**src/rtl/text_buffer_pkg.sv**
```systemverilog
// text_pkg: shared constants, FSM state type and helper functions for the
// text_buffer character store and its font ROM.
//   TXT_COLS / TXT_ROWS : screen geometry in character cells.
//   CC_*                : teletype control codes understood by the write side.
//   txt_state_t         : write-side FSM states.
//   phys_addr()         : screen (row,col) -> cell RAM address via row_offset.
//   font_bits()         : the font image, one 8-pixel glyph row per address.
package text_pkg;

    localparam int TXT_COLS = 16;
    localparam int TXT_ROWS = 16;

    localparam logic [7:0] CC_BS = 8'h08;
    localparam logic [7:0] CC_LF = 8'h0A;
    localparam logic [7:0] CC_FF = 8'h0C;
    localparam logic [7:0] CC_CR = 8'h0D;

    typedef enum logic [1:0] {
        CLEAR_ALL  = 2'd0,
        IDLE       = 2'd1,
        CLEAR_LINE = 2'd2
    } txt_state_t;

    // Scrolling never moves data: the screen row is rotated onto a physical
    // RAM row, wrapping mod 16 through the 4-bit sum.
    function automatic logic [7:0] phys_addr(input logic [3:0] row,
                                             input logic [3:0] col,
                                             input logic [3:0] off);
        logic [3:0] prow;
        prow = row + off;
        return {prow, col};
    endfunction

    // Font image, addressed {code[6:0], line[3:0]}. The space glyph is empty;
    // every other glyph row is a fixed pattern derived from code and line.
    function automatic logic [7:0] font_bits(input logic [10:0] addr);
        logic [6:0] code;
        logic [3:0] line;
        code = addr[10:4];
        line = addr[3:0];
        if (code == 7'h20) return 8'h00;
        return {code, 1'b1} ^ {line, line};
    endfunction

endpackage

```
**src/rtl/text_buffer_if.sv**
```systemverilog
// text_buffer_if: write byte stream, overlay glyph read bus and status.
//   wr_valid/wr_data/wr_ready : upstream byte handshake.
//   char_xy/char_line         : overlay cell index and glyph line request.
//   char_pixels               : glyph row, bit 7 = leftmost pixel.
//   cur_col/cur_row/busy      : cursor position and clear-in-progress flag.
// master = upstream/overlay side, slave = text_buffer.
interface text_buffer_if;
    logic       wr_valid;
    logic [7:0] wr_data;
    logic       wr_ready;
    logic [7:0] char_xy;
    logic [3:0] char_line;
    logic [7:0] char_pixels;
    logic [3:0] cur_col;
    logic [3:0] cur_row;
    logic       busy;

    modport master (
        output wr_valid, wr_data, char_xy, char_line,
        input  wr_ready, char_pixels, cur_col, cur_row, busy
    );

    modport slave (
        input  wr_valid, wr_data, char_xy, char_line,
        output wr_ready, char_pixels, cur_col, cur_row, busy
    );
endinterface

```
**src/rtl/text_buffer_font_rom.sv**
```systemverilog
// font_rom: synchronous 2048x8 glyph ROM with one registered output stage.
//   clk, rst_n : clock and asynchronous active-low reset (clears pixels).
//   code       : 7-bit character code.
//   line       : glyph line 0..15.
//   pixels     : glyph row for {code, line}, valid one clock later.
module font_rom
    import text_pkg::*;
(
    input  logic       clk,
    input  logic       rst_n,
    input  logic [6:0] code,
    input  logic [3:0] line,
    output logic [7:0] pixels
);

    logic [7:0] pixels_d;
    logic [7:0] pixels_q;

    always_comb begin
        pixels_d = font_bits({code, line});
    end

    always_ff @(posedge clk or negedge rst_n) begin
        if (!rst_n) pixels_q <= '0;
        else        pixels_q <= pixels_d;
    end

    assign pixels = pixels_q;

endmodule

```
**src/rtl/text_buffer.sv**
```systemverilog
// text_buffer: 16x16 character-cell store with teletype write side and a
// 2-clock glyph read port for the VGA overlay.
//   clk, rst_n : pixel clock, asynchronous active-low reset.
//   bus        : text_buffer_if slave (byte handshake, glyph read, status).
// BLANK_CODE is written by every clear; CLEAR_ON_RESET selects whether the
// block wipes the whole buffer after reset or starts straight in IDLE.
module text_buffer
    import text_pkg::*;
#(
    parameter logic [7:0] BLANK_CODE     = 8'h20,
    parameter bit         CLEAR_ON_RESET = 1'b1
) (
    input  logic          clk,
    input  logic          rst_n,
    text_buffer_if.slave  bus
);

    logic [7:0] ram [TXT_ROWS*TXT_COLS];

    txt_state_t state_q, state_d;
    logic [7:0] clr_cnt_q, clr_cnt_d;
    logic [3:0] cur_col_q, cur_col_d;
    logic [3:0] cur_row_q, cur_row_d;
    logic [3:0] row_offset_q, row_offset_d;
    logic       wr_ready_q, wr_ready_d;
    logic [7:0] rd_code_q, rd_code_d;

    logic       we;
    logic [7:0] waddr;
    logic [7:0] wdata;
    logic       nl;

    // NOTE: every signal assigned in always_comb gets a default first, so no
    // path leaves it unassigned and no latch is inferred.
    always_comb begin
        state_d      = state_q;
        clr_cnt_d    = clr_cnt_q;
        cur_col_d    = cur_col_q;
        cur_row_d    = cur_row_q;
        row_offset_d = row_offset_q;
        we           = 1'b0;
        waddr        = phys_addr(cur_row_q, cur_col_q, row_offset_q);
        wdata        = BLANK_CODE;
        nl           = 1'b0;

        case (state_q)
            CLEAR_ALL: begin
                we           = 1'b1;
                waddr        = clr_cnt_q;
                cur_col_d    = '0;
                cur_row_d    = '0;
                row_offset_d = '0;
                clr_cnt_d    = clr_cnt_q + 8'd1;
                if (clr_cnt_q == 8'hFF) state_d = IDLE;
            end

            CLEAR_LINE: begin
                // row_offset was already advanced, so screen row 15 maps to
                // the physical row that previously held screen row 0.
                we        = 1'b1;
                waddr     = phys_addr(4'hF, clr_cnt_q[3:0], row_offset_q);
                clr_cnt_d = clr_cnt_q + 8'd1;
                if (clr_cnt_q[3:0] == 4'hF) state_d = IDLE;
            end

            IDLE: begin
                if (bus.wr_valid) begin
                    if (bus.wr_data >= 8'h20 && bus.wr_data <= 8'h7E) begin
                        we    = 1'b1;
                        wdata = bus.wr_data;
                        if (cur_col_q == 4'hF) begin
                            cur_col_d = '0;
                            nl        = 1'b1;
                        end else begin
                            cur_col_d = cur_col_q + 4'd1;
                        end
                    end else begin
                        case (bus.wr_data)
                            CC_CR: cur_col_d = '0;
                            CC_LF: nl = 1'b1;
                            CC_BS: begin
                                if (cur_col_q != 4'h0) begin
                                    cur_col_d = cur_col_q - 4'd1;
                                    we        = 1'b1;
                                    waddr     = phys_addr(cur_row_q, cur_col_q - 4'd1,
                                                          row_offset_q);
                                end
                            end
                            CC_FF: begin
                                state_d      = CLEAR_ALL;
                                clr_cnt_d    = '0;
                                cur_col_d    = '0;
                                cur_row_d    = '0;
                                row_offset_d = '0;
                            end
                            default: ;
                        endcase
                    end

                    if (nl) begin
                        if (cur_row_q != 4'hF) begin
                            cur_row_d = cur_row_q + 4'd1;
                        end else begin
                            row_offset_d = row_offset_q + 4'd1;
                            state_d      = CLEAR_LINE;
                            clr_cnt_d    = '0;
                        end
                    end
                end
            end

            default: begin
                state_d   = CLEAR_ALL;
                clr_cnt_d = '0;
            end
        endcase
    end

    assign wr_ready_d = (state_d == IDLE);

    // NOTE: sequential state uses non-blocking assignments only, so every
    // flop samples its _d value from before the clock edge.
    always_ff @(posedge clk or negedge rst_n) begin
        if (!rst_n) begin
            state_q      <= CLEAR_ON_RESET ? CLEAR_ALL : IDLE;
            wr_ready_q   <= !CLEAR_ON_RESET;
            clr_cnt_q    <= '0;
            cur_col_q    <= '0;
            cur_row_q    <= '0;
            row_offset_q <= '0;
        end else begin
            state_q      <= state_d;
            wr_ready_q   <= wr_ready_d;
            clr_cnt_q    <= clr_cnt_d;
            cur_col_q    <= cur_col_d;
            cur_row_q    <= cur_row_d;
            row_offset_q <= row_offset_d;
        end
    end

    // Read stage 1: cell code through the same row rotation as writes.
    always_comb begin
        rd_code_d = ram[phys_addr(bus.char_xy[7:4], bus.char_xy[3:0], row_offset_q)];
    end

    // NOTE: the cell RAM and its read register have no reset; contents are
    // only defined after a clear. Reading in the same edge as a write
    // returns the old cell value.
    always_ff @(posedge clk) begin
        if (we) ram[waddr] <= wdata;
        rd_code_q <= rd_code_d;
    end

    // Bit 7 of a cell code is not part of the glyph address.
    logic unused_code_msb;
    assign unused_code_msb = rd_code_q[7];

    // Read stage 2: the ROM output register is the char_pixels register;
    // char_line arrives one clock after char_xy, in step with rd_code_q.
    logic [7:0] glyph_row;

    font_rom u_font_rom (
        .clk    (clk),
        .rst_n  (rst_n),
        .code   (rd_code_q[6:0]),
        .line   (bus.char_line),
        .pixels (glyph_row)
    );

    assign bus.char_pixels = glyph_row;
    assign bus.wr_ready    = wr_ready_q;
    assign bus.busy        = ~wr_ready_q;
    assign bus.cur_col     = cur_col_q;
    assign bus.cur_row     = cur_row_q;

endmodule

```
**src/flat_wrapper.sv**
```systemverilog
// flat-port wrapper written by rule: the top's interface ports become plain ports
module text_buffer_flat import text_pkg::*;
#(
    parameter logic [7:0] BLANK_CODE     = 8'h20,
    parameter bit         CLEAR_ON_RESET = 1'b1
)
  (clk, rst_n, bus_wr_valid, bus_wr_data, bus_char_xy, bus_char_line, bus_wr_ready, bus_char_pixels, bus_cur_col, bus_cur_row, bus_busy);
  text_buffer_if bus_i ();
  input  logic clk;
  input  logic rst_n;
  input wire logic [$bits(bus_i.wr_valid)-1:0] bus_wr_valid;
  input wire logic [$bits(bus_i.wr_data)-1:0] bus_wr_data;
  input wire logic [$bits(bus_i.char_xy)-1:0] bus_char_xy;
  input wire logic [$bits(bus_i.char_line)-1:0] bus_char_line;
  output wire logic [$bits(bus_i.wr_ready)-1:0] bus_wr_ready;
  output wire logic [$bits(bus_i.char_pixels)-1:0] bus_char_pixels;
  output wire logic [$bits(bus_i.cur_col)-1:0] bus_cur_col;
  output wire logic [$bits(bus_i.cur_row)-1:0] bus_cur_row;
  output wire logic [$bits(bus_i.busy)-1:0] bus_busy;
  assign bus_i.wr_valid = bus_wr_valid;
  assign bus_i.wr_data = bus_wr_data;
  assign bus_i.char_xy = bus_char_xy;
  assign bus_i.char_line = bus_char_line;
  assign bus_wr_ready = bus_i.wr_ready;
  assign bus_char_pixels = bus_i.char_pixels;
  assign bus_cur_col = bus_i.cur_col;
  assign bus_cur_row = bus_i.cur_row;
  assign bus_busy = bus_i.busy;
  text_buffer #(.BLANK_CODE(BLANK_CODE), .CLEAR_ON_RESET(CLEAR_ON_RESET)) u_core (.clk(clk), .rst_n(rst_n), .bus(bus_i));
endmodule
```
**config.mk**
```make
export PLATFORM = sky130hd
export DESIGN_NAME = text_buffer_flat
export DESIGN_NICKNAME = d
export VERILOG_FILES = /design/src/rtl/text_buffer_pkg.sv /design/src/rtl/text_buffer_if.sv /design/src/rtl/text_buffer_font_rom.sv /design/src/rtl/text_buffer.sv /design/src/flat_wrapper.sv
export SDC_FILE = /design/constraint.sdc
export NUM_CORES = 2
export LEC_CHECK = 0
export BUFFER_PORTS_ARGS = -buffer_cell sky130_fd_sc_hd__buf_2
export CORE_MARGIN = 5
export CORE_UTILIZATION = 55
export DETAILED_ROUTE_END_ITERATION = 10
export HOLD_SLACK_MARGIN = 0.06
export PLACE_DENSITY_LB_ADDON = 0.05
export SLEW_MARGIN = 20
export SYNTH_ARGS = -nofsm -noshare
export SYNTH_HDL_FRONTEND = slang
export SYNTH_HIERARCHICAL = 1
export SYNTH_SLANG_ARGS = --single-unit
```
**constraint.sdc**
```tcl
create_clock -name clk -period 12.96 [get_ports clk]
set_clock_uncertainty 0.1 [all_clocks]
set_input_delay 0.648 -clock clk [delete_from_list [all_inputs] [get_ports clk]]
set_output_delay 0.648 -clock clk [all_outputs]
set_load 0.03 [all_outputs]
```
==> flow_summary.yaml <==
run_status:
  outcome: "completed"
floorplan:
  rows: 133
  io_pins: 41
  core_um2: 131000
  fp.dieH_um: 373
  initial_core_util_pct: 55.3
  die_width_um: 373
  dieArea_um2: 139000
yosys:
  synth_edf_count: 1792
  netlist_area_um2: 72600
  yosys.area.top_type: "edfxtp_1"
  yosys.area.top_type_share_pct: 74.2
  syn_nets: 3816
  syn_inst: 3779
  ys_top_cells_by_area: "edfxtp_1, mux4_2, mux2i_1"
  synthArstFlopShare_pct: 1.69
  syn_area_per_cell_um2: 19.2
  synth-main-ff-cell: "edfxtp_1"
  ys_warn_count: 6
  synth_cell_types: 81
  ys_ff_latch: 1830
  synth-seq-area-share_pct: 75.4
critical_path:
  critPathArrivalTime_ps: 5560
  ff2ff_path_depth: 11
  r2r_slack_ps: 7930
  end_kind: "flip-flop"
  startpoint_type: "flip-flop"
  timing.rr.end: "u_core/rd_code_q[4]"
  crit_fanout: 21
  cp.required_ps: 13490
  worstSetupPathType: "flip-flop to flip-flop"
  r2r_start: "u_core/row_offset_q[0]"
route:
  drt_wl_total_um: 188000
  routed-via-count: 37700
  drcViolationCount: 0
  drtAntennaViolNets: 0
  drt-pass1-iter-count: 5
  wl_per_cell_um: 32.8
  drt_iter0_markers: 4465
  avgViaCountPerCell: 6.57
worst_hold_path:
  min_to: "u_core/bus.cur_row[0]"
  hold_path_class: "input port to flip-flop"
  worstHoldPathCells: 3
  hold_start: "bus_wr_valid"
place:
  portBuffers: 40
  post-place-ws_ps: 7310
  routabilityCongestion: 0.818
  dp_hpwl_um: 114000
layout:
  nNetsFinal: 3887
  fill_cells: 9268
  final_core_util_pct: 61.0
  layout-drive-gt1-share_pct: 18.4
  layout_commonest_cell: "edfxtp_1"
  diodes: 0
  syn_to_final_growth_pct: 10.5
  layout_common_cells: "edfxtp_1, mux4_2, mux2i_1"
clock_network:
  clk_pin_slew_ps: 60
  root_buffer: "clkbuf_16"
  clockBufferDepth: 3
  numCtsBuffers: 180
  htree_levels: 4
  post-cts-setup-buffers: 0
  cts_sinks: 1830
  clock_latency_ps: 800
  tritoncts: "yes"
timing:
  worst_pin_slew_ps: 1190
  setup_viol: 0
  slew_headroom_pct: 20.5
  rsz0062_at_grt: "false"
  fin_crit_sh_pct: 38.8
  hold_viol_final: 0
  fmax_ghz: 0.199
  fin_crit_ps: 5030
  finalSetupTns_ps: 0
  finalWorstSetupSlack_ps: 7930
  slew_viol_final: 0
  hold_ws_ps: 165
pwr:
  peakVddDrop_uv: 136
  p_per_area_nw_per_um2: 154
  p_leak_nw: 25.7
global_route:
  antenna_found_initial: 6
  grt_pass1_vias: 38100
  grt_pass1_wl_um: 270000
  overflow: 0
  grt.total_usage_pct: 26.8
  grt_max_degree: 181
flow_run:
  cap_viol_max_count: 0
## kinds of logic after synthesis
group,synth area share (%)
buffers and inverters,1.54
DFF,75.4
and+or+nand+nor,4.50
xor gates and xnor gates,0.278
adders and majority gates,0.262
AOI/OAI and AO/OA,4.10
muxes,13.9
## cell type report
| cell class | count | area, um2 | area share (%) |
|---|---|---|---|
| Multi-Input combinational cell | 1714 | 16900 | 21.0 |
| Tap cell | 1755 | 2200 | 2.74 |
| Sequential cell | 1830 | 54700 | 68.3 |
| Clock inverter | 89 | 674 | 0.841 |
| Timing Repair Buffer | 110 | 838 | 1.05 |
| Inverter | 14 | 52.6 | 0.0656 |
| Clock buffer | 228 | 4810 | 6.00 |
## cell usage after synthesis (6+ instances only)
cell	n
o22ai_1	29
o221ai_1	35
nor2_1	290
xnor2_1	15
a211oi_1	12
a21o_1	6
and3_1	8
o21ai_0	26
and2_1	10
inv_1	14
a22oi_1	131
nand4_1	21
xor2_1	8
nand2b_1	8
o22a_1	13
nor4bb_1	6
nor2b_1	8
buf_1	15
a22o_1	16
a31oi_1	12
mux2i_1	291
nand3_1	79
ha_1	12
nand2_1	141
or3_1	7
dfrtp_1	31
clkbuf_1	91
a21oi_1	74
buf_2	96
nor4_1	7
nor2_2	12
nor3_1	17
a41oi_1	14
mux4_2	318
buf_6	11
nand4_4	16
dfxtp_1	7
edfxtp_1	1792
buf_4	8
## stage by stage
| stage | instance area (um2) | instances | power [mW] |
|---|---|---|---|
| after floorplan | 72600 | 3779 | 7.19 |
| after global placement | 74600 | 5417 | 7.52 |
| after detailed placement | 74600 | 5417 | 7.54 |
| after CTS | 80100 | 5739 | 12.4 |
| after global routing | 80200 | 5740 | 12.7 |
| final | 80200 | 5740 | 12.3 |
## layer usage
layer  GRT usage (%)  wire, um
met1            37.9     75000
met2            42.6     90700
met3            6.13     16900
met4            8.12      5560
met5               0         0
## worst max-delay path by stage
stage,from,to,slack [ps],cells past startpoint
detailed placement,bus_char_xy[1],u_core/rd_code_q[4],7310,8
finish,u_core/row_offset_q[0],u_core/rd_code_q[4],7930,11
global route,u_core/state_q[1],u_core/ram[226][6],7760,7
global placement,bus_char_xy[1],u_core/rd_code_q[4],7360,8
CTS,u_core/row_offset_q[0],u_core/rd_code_q[4],7780,11
floorplan,bus_wr_valid,u_core/ram[0][6],4630,5
## state kept, by name, summed over array words and instances (netlist names)
register,flops
u_core/ram,1792
u_core/clr_cnt_q,8
u_core/u_font_rom/pixels,8
u_core/rd_code_q,7
u_core/bus.cur_col,4
u_core/bus.cur_row,4
u_core/row_offset_q,4
u_core/state_q,2
u_core/bus.wr_ready,1
## critical path: stages (launching register included)
cell	delay, ps
dfrtp_1	580
ha_4	200
inv_1	50
fa_1	430
buf_4	240
buf_4	270
and4b_1	500
a22o_1	330
a31oi_1	670
o32ai_1	320
nor4bb_1	1000
nand4_1	150
## repair_timing
action | CTS | global route
resized for setup | 0 | 0
setup endpoints to repair | 0 | 0
hold buffers | 5 | 0
endpoints found under the hold margin | 39 | 0
## power by group
group / switching (mW) / leakage (nW) / internal (mW)
logic: 0.629 / 6.15 / 0.238
registers: 0.0488 / 16.9 / 6.50
clock network: 2.13 / 2.68 / 2.77
Note: power is estimated with default switching activity, not from simulation.
